**src/rtl/psi_stream.sv**
```systemverilog
// Streaming N-party set intersection over sorted lists; match out one cycle after the all-equal step, output held under out_ready=0.
// in_ready is combinational and withheld while the output slot is full; define PSI_DEDUP_EN to emit a strict set.
module psi_stream #(
   parameter int W     = 32,
   parameter int N     = 4,
   parameter int CNT_W = 16
) (
   input  logic             clk,
   input  logic             rst,
   input  logic             start,
   input  logic [N-1:0]     in_valid,
   input  logic [W*N-1:0]   in_data,
   input  logic [N-1:0]     in_last,
   output logic [N-1:0]     in_ready,
   output logic             out_valid,
   output logic [W-1:0]     out_data,
   input  logic             out_ready,
   output logic [CNT_W-1:0] match_count,
   output logic             done,
   output logic             busy
);

   typedef enum logic [1:0] {IDLE, RUN, FLUSH, FIN} state_t;

   state_t         state;
   logic [N-1:0]   finished;
   logic [W-1:0]   head [N];
   logic [W-1:0]   max_head;
   logic [N-1:0]   lt_max;
   logic [N-1:0]   pop;
   logic [N-1:0]   fin_next;
   logic           all_eq;
   logic           slot_free;
   logic           step;
   logic           dup;
   logic           emit;

   for (genvar g = 0; g < N; g++) begin : g_head
      assign head[g] = in_data[g*W +: W];
   end

   always_comb begin
      max_head = head[0];
      all_eq   = 1'b1;
      for (int i = 1; i < N; i++) begin
         if (head[i] > max_head) max_head = head[i];
         if (head[i] != head[0]) all_eq = 1'b0;
      end
      lt_max = '0;
      for (int i = 0; i < N; i++) begin
         lt_max[i] = head[i] < max_head;
      end
   end

   assign slot_free = !out_valid || out_ready;
   assign step      = (state == RUN) && (&in_valid) && slot_free;

`ifdef PSI_DEDUP_EN
   logic         hist_vld;
   logic [W-1:0] hist_dat;

   assign dup = hist_vld && (head[0] == hist_dat);

   always_ff @(posedge clk) begin
      if (rst) begin
         hist_vld <= 1'b0;
         hist_dat <= '0;
      end else if (state == IDLE && start) begin
         hist_vld <= 1'b0;
      end else if (emit) begin
         hist_vld <= 1'b1;
         hist_dat <= head[0];
      end
   end
`else
   assign dup = 1'b0;
`endif

   assign emit = step && all_eq && !dup;

   // A non-matching step always pops the smaller heads, so unsorted input cannot stall the run.
   always_comb begin
      in_ready = '0;
      case (state)
         RUN:     if (step) in_ready = all_eq ? {N{1'b1}} : lt_max;
         FLUSH:   in_ready = in_valid & ~finished;
         default: in_ready = '0;
      endcase
   end

   assign pop      = in_ready & in_valid;
   assign fin_next = finished | (pop & in_last);
   assign done     = (state == FIN) && slot_free;
   assign busy     = (state != IDLE);

   always_ff @(posedge clk) begin
      if (rst) begin
         state       <= IDLE;
         finished    <= '0;
         out_valid   <= 1'b0;
         out_data    <= '0;
         match_count <= '0;
      end else begin
         if (out_valid && out_ready) out_valid <= 1'b0;
         if (emit) begin
            out_valid <= 1'b1;
            out_data  <= head[0];
            if (match_count != {CNT_W{1'b1}}) match_count <= match_count + CNT_W'(1);
         end
         case (state)
            IDLE: begin
               if (start) begin
                  match_count <= '0;
                  finished    <= '0;
                  state       <= RUN;
               end
            end
            RUN: begin
               if (step) begin
                  finished <= fin_next;
                  if (|fin_next) state <= (&fin_next) ? FIN : FLUSH;
               end
            end
            FLUSH: begin
               finished <= fin_next;
               if (&fin_next) state <= FIN;
            end
            FIN: begin
               if (slot_free) state <= IDLE;
            end
            default: state <= IDLE;
         endcase
      end
   end

endmodule

```
**config.mk**
```make
export PLATFORM = sky130hd
export DESIGN_NAME = psi_stream
export DESIGN_NICKNAME = d
export VERILOG_FILES = /design/src/rtl/psi_stream.sv
export SDC_FILE = /design/constraint.sdc
export NUM_CORES = 1
export LEC_CHECK = 0
export ABC_AREA = 0
export CORE_MARGIN = 8
export CORE_UTILIZATION = 40
export CTS_BUF_LIST = sky130_fd_sc_hd__clkbuf_8
export DETAILED_ROUTE_END_ITERATION = 8
export DONT_BUFFER_PORTS = 1
export GPL_TIMING_DRIVEN = 1
export PLACE_DENSITY_LB_ADDON = 0.3
export SYNTH_ARGS = -nofsm -noshare
export SYNTH_HDL_FRONTEND = slang
export SYNTH_SLANG_ARGS = --single-unit
```
**constraint.sdc**
```tcl
create_clock -name clk -period 32.1 [get_ports clk]
set_input_delay 1.605 -clock clk [delete_from_list [all_inputs] [get_ports clk]]
set_output_delay 1.605 -clock clk [all_outputs]
set_load 0.01 [all_outputs]
```
* Yosys cells after proc, flatten, opt, wreduce, memory -nomap -nowiden
Cells that the tools add are included.
** Storage, ports and cells
- Bits in registers :: 55
- Latch bits :: 0
- RAM bits :: 0
- ROM bits :: 0
- Output and inout port bits :: 55
- Memories :: 0
** Operators by class
- Add/subtract/negate cells :: 1
- $mul :: 0
- Div/mod/pow operators :: 0
- Magnitude comparators :: 7
- Eq/ne operators :: 12
- Shift operators :: 0
- Mux-type cells :: 25
- Bitwise gates (word level) :: 5
- Reduce and logical (&&, ||, !) cells :: 16
** Operators by type and width (number)
- $lt A32 B32 Y1 :: 4
- $gt A32 B32 Y1 :: 3
- $mux W32 :: 3
- $ne A32 B32 Y1 :: 3
- $mux W16 :: 4
- $add A16 B1 Y16 const B :: 1
- $mux W4 :: 4
- $ne A16 B16 Y1 const B :: 1
- $and A4 B4 Y4 :: 3
- $pmux W4 S3 :: 1
- $mux W2 :: 5
- $ne A2 B2 Y1 const B :: 4
- $pmux W2 S4 :: 1
- $pmux W4 S2 :: 1
- $reduce_and A4 Y1 :: 2
- $mux W1 :: 6
- $logic_and A1 B1 Y1 :: 5
- $reduce_and A5 Y1 :: 1
- $eq A2 B2 Y1 const B :: 2
- $not A4 Y4 :: 1
- $or A4 B4 Y4 :: 1
- $reduce_bool A2 Y1 :: 2
- $reduce_or A4 Y1 :: 1
- $reduce_and A3 Y1 :: 1
- 6 further kinds :: 6

* Longest topological paths before layout
- Depth after elaboration :: 18
- Mapped depth :: 53
- Mapped depth without buffers :: 47

* Worst setup path before layout
Ideal clock, no wire load.
- Path type :: input-to-output
- From :: input in_data[2]
- To :: output in_ready[3]
- Arrival time :: 11.640 ns
- Data required time :: 30.495 ns
- Path slack :: 18.855 ns
- Cell stages on the path :: 50
- Cell sequence :: clkbuf_1 > inv_1 > ha_1 > nand4_1 > nor4_2 > a211o_1 > o22ai_1 > nor2_2 > buf_1 > buf_1 > mux2i_1 > ha_1 > nand4_1 > nor4_2 > nand4_1 > o21a_1 > o22ai_1 > o31ai_1 > [14 not listed] > a2bb2oi_4 > clkbuf_1 > nor2_1 > a21oi_1 > ha_1 > a21o_1 > a21o_1 > a21o_1 > a21o_1 > a21o_1 > a21o_1 > a21oi_1 > a2111oi_0 > nand3_1 > a2bb2oi_1 > o31ai_1 > nor2_1 > o31a_1
** Between the ends
- Longest elaborated chain between the ends :: 10
- Elaborated cells on any way between the ends :: 16
- Classes of those cells :: order compare (4); eq/ne (3); mux (9)
** Ends and longest elaborated chain
- from (decl) :: RTL line 12 : input logic [W*N-1:0] in_data,
- $gt A32 B32 Y1 :: RTL line 46 : if (head[i] > max_head) max_head = head[i];
- $mux W32 :: RTL line 46
- $gt A32 B32 Y1 :: RTL line 46
- $mux W32 :: RTL line 46
- $gt A32 B32 Y1 :: RTL line 46
- $mux W32 :: RTL line 46
- $lt A32 B32 Y1 :: RTL line 51 : lt_max[i] = head[i] < max_head;
- $mux W4 (*) (2 in a row) :: RTL line 85 : RUN: if (step) in_ready = all_eq ? {N{1'b1}} : lt_max;
- $pmux W4 S2 (*) :: RTL line 84 : case (state)
- to (decl) :: RTL line 14 : output logic [N-1:0] in_ready,
Every way passes the cells marked *; elsewhere a longest branch is shown, timed or not.

* Worst setup path after layout
- From :: input in_data[22]
- To :: output in_ready[3]
The elaborated chain is that of the path after synthesis.

==> out/qor.csv <==
stage,metric,value,unit
sta,tightestPinTransition,1.24,ns
clock_tree,cts_max_level,2,
worst_setup_path,critical_path_buf_inv_count,4,
clock_tree,cts_hold_buf,0,
layout,drive_above_1_share,3.10,%
synth,synth_commonest_cells,"ha_1 (216), nor2_1 (121), a21oi_1 (111)",
worst_setup_path,cp.arrival,14.25,ns
global_routing,grt-ovfl-total,0,
synth,avgSynthCellArea,7.78,um2
clock_tree,insertion_delay,0.38,ns
sta,hold_violations,0,
global_routing,antenna_found_initial,1,
clock_tree,clkSinkCount,55,
worst_setup_path,cp_common_cell,a21o_1,
floorplanning,dieArea,0.0287,mm2
pwr,p_clk_share,10.3,%
sta,min_period,15.86,ns
detailed_routing,viasPerCell,6.19,
sta,setup-tns-final,0,ns
layout,insertedDiodeCount,0,
worst_setup_path,cp_max_fo,60,
global_routing,grt_pass1_wl,53600,um
pwr,powerDensity,48.8,mW/mm2
pwr,internal_power,229,uW
floorplanning,die-height,169,um
synth,ys_seq_area_share,11.7,%
placed_design,place.gp.congestion,0.995,
clock_tree,cts_tree,done,
detailed_routing,vias,9359,
floorplanning,start_util,40.4,%
detailed_routing,post-route-drc-count,0,
placed_design,portBuffers,0,
layout,nets,1548,
synth,synth_top_family_by_area,adder cells,
worst_setup_path,start_kind,input pin,
synth,synth_xor_area_share,3.82,%
clock_tree,cts_setup_buffers,0,
clock_tree,cts_root_buf,clkbuf_8,
synth,netlist_area,0.00940,mm2
pwr,p_comb_share,74.9,%
synth,synth_area_leaders,"ha_1 (29%), dfxtp_1 (12%), mux2i_1 (7.0%), a21oi_1 (5.9%), nor2_1 (4.8%)",
floorplanning,row_count,56,
worst_setup_path,worst_setup_path_end_kind,output pin,
global_routing,grt_start_max_net_pins,61,
synth,synth_flop_cell,dfxtp_1,
synth,yosysTopAreaCell,ha_1,
pwr,p_seq_share,14.8,%
layout,final_cells,1512,
synth,synthMuxAreaShare,7.03,%
synth,async_flop_share,0,%
sta,rsz0062_at_grt,no,
worst_setup_path,crit_family,compound AO/OA/AOI/OAI gates,
detailed_routing,dr.pass1.iters,5,
worst_hold_path,hold_class,register to register,
clock_tree,clk_path_buf_depth,2,
sta,setup_viol,0,
worst_setup_path,critPathMaxStageDelay,1.06,ns
synth,netlist_instances,1208,
synth,synth-edff-count,0,
worst_setup_path,crit_required,30.49,ns
synth,ys_ff_latch,55,
global_routing,grt_pass1_vias,9006,
sta,fmax,0.0631,GHz
sta,drv_slew,0,
synth,synth_simple_gate_area_share,22.9,%
status,outcome,completed,
synth,synth_most_common_cell,ha_1,
layout,area_delta_synth_final,4.82,%
worst_setup_path,criticalPathCategory,input pin to output pin,
detailed_routing,ant_nets,0,
worst_setup_path,cpMaxStageDelayCell,a2111oi_0,
pwr,p_sw,251,uW
synth,synthDistinctLibCells,72,
sta,maxSlewHeadroom,15.2,%
clock_tree,cts_buffers,5,
detailed_routing,drt_iter0_drc,705,
synth,synth_nets,1564,
global_routing,grt_usage,24.2,%
pwr,p_sw_share,52.3,%
sta,fin_skew,0.0221,ns
synth,yosys_warnings,0,
detailed_routing,wl,35700,um
clock_tree,clk_pin_slew,0.12,ns
floorplanning,die_w,169,um
pwr,leakagePower,0.00435,uW
detailed_routing,routedWlPerCell,23.6,um
synth,synth.top_cell.area_share,28.8,%
flow_run,cap_violations,0,
synth,synth_compound_area_share,22.4,%
sta,fin_crit_sh,49.4,%
clock_tree,cts.repair.resized,0,
floorplanning,core_area,0.0233,mm2
synth,synth_fa_ha_area_share,28.9,%
pwr,ir_drop,0.0201,mV
floorplanning,io_pins,195,
placed_design,placed_cells,1504,
placed_design,hpwl,30100,um
[stage by stage]
step                hold WS, ns  area [um2]  util (%)  setup slack (ns)  power [uW]
finish                    0.530        9850      42.3             16.24         481
global route              0.564        9850      42.3             15.68         534
CTS                       0.530        9850      42.3             16.72         478
detailed placement        0.514        9750      41.9             16.78         425
global placement          0.501        9750      41.9             16.94         420
floorplan                 0.484        9400         -             18.86         340
[layout by cell type, fill, tap and decap left out, types with 4 or more instances in the layout]
cell type	count
a211oi_1	7
a21o_1	49
a21oi_1	111
a221oi_1	7
a31oi_1	4
and2_1	5
and3_1	15
and4_1	6
buf_4	5
clkbuf_8	5
dfxtp_1	55
ha_1	216
inv_1	53
mux2i_1	66
nand2_1	78
nand2b_1	13
nand3_1	38
nand4_1	60
nor2_1	120
nor2b_1	20
nor3_1	23
nor4_1	8
nor4_2	5
o211ai_1	8
o21a_1	5
o21ai_0	67
o21ai_1	7
o22ai_1	8
o31a_1	6
o31ai_1	6
or3_1	12
xnor2_1	19
xor2_1	22
[worst paths after layout]
check | startpoint | to | slack [ns] | cells past startpoint
worst max register to register | state[1] | state[1] | 27.80 | 18
worst min register to register | finished[3] | finished[3] | 0.53 | 2
worst min-delay path | finished[3] | finished[3] | 0.53 | 2
worst max-delay path | in_data[22] | in_ready[3] | 16.24 | 46
[power groups by stage]
stage | Clock, uW | Combinational [uW] | Sequential, uW
after floorplan | 0 | 268 | 71.9
after global placement | 0 | 348 | 72.3
after detailed placement | 0 | 353 | 72.3
after CTS | 52.4 | 355 | 70.8
after global routing | 53.9 | 409 | 71.1
final | 49.5 | 360 | 70.9
[tightest hold or removal path, cell delays in order (launching register included)]
cell and delay (ns):
dfxtp_1 0.35, o21ai_0 0.08, a221oi_1 0.07
[sequential cells by signal (all words and copies together) (netlist names)]
| signal | flops |
|---|---|
| out_data | 32 |
| out_valid | 1 |
| finished | 4 |
| state | 2 |
| match_count | 16 |
[final cells by class]
| type | instances | area (um2) |
|---|---|---|
| Fill cell | 2431 | 13400 |
| Sequential cell | 55 | 1100 |
| Multi-Input combinational cell | 1072 | 8010 |
| Inverter | 53 | 199 |
| Clock inverter | 3 | 33.8 |
| Tap cell | 319 | 399 |
| Clock buffer | 5 | 68.8 |
| Timing Repair Buffer | 5 | 37.5 |
[logic make-up (layout without fill, tap and decap cells)]
| kind of cell | after synthesis | in the layout |
|---|---|---|
| AO/OA/AOI/OAI | 325 | 325 |
| XOR/XNOR | 41 | 41 |
| adder cells (fa/ha/maj) | 217 | 217 |
| buffers and inverters | 81 | 66 |
| flip-flops | 55 | 55 |
| multiplexers | 66 | 66 |
| AND/OR/NAND/NOR | 423 | 423 |
[layer usage]
layer	track usage, %	wire length, um
met5	0	0
met4	7.46	1020
met3	9.37	4340
met2	39.2	16000
met1	29.3	14400
Power figures use the tool's default switching activity.
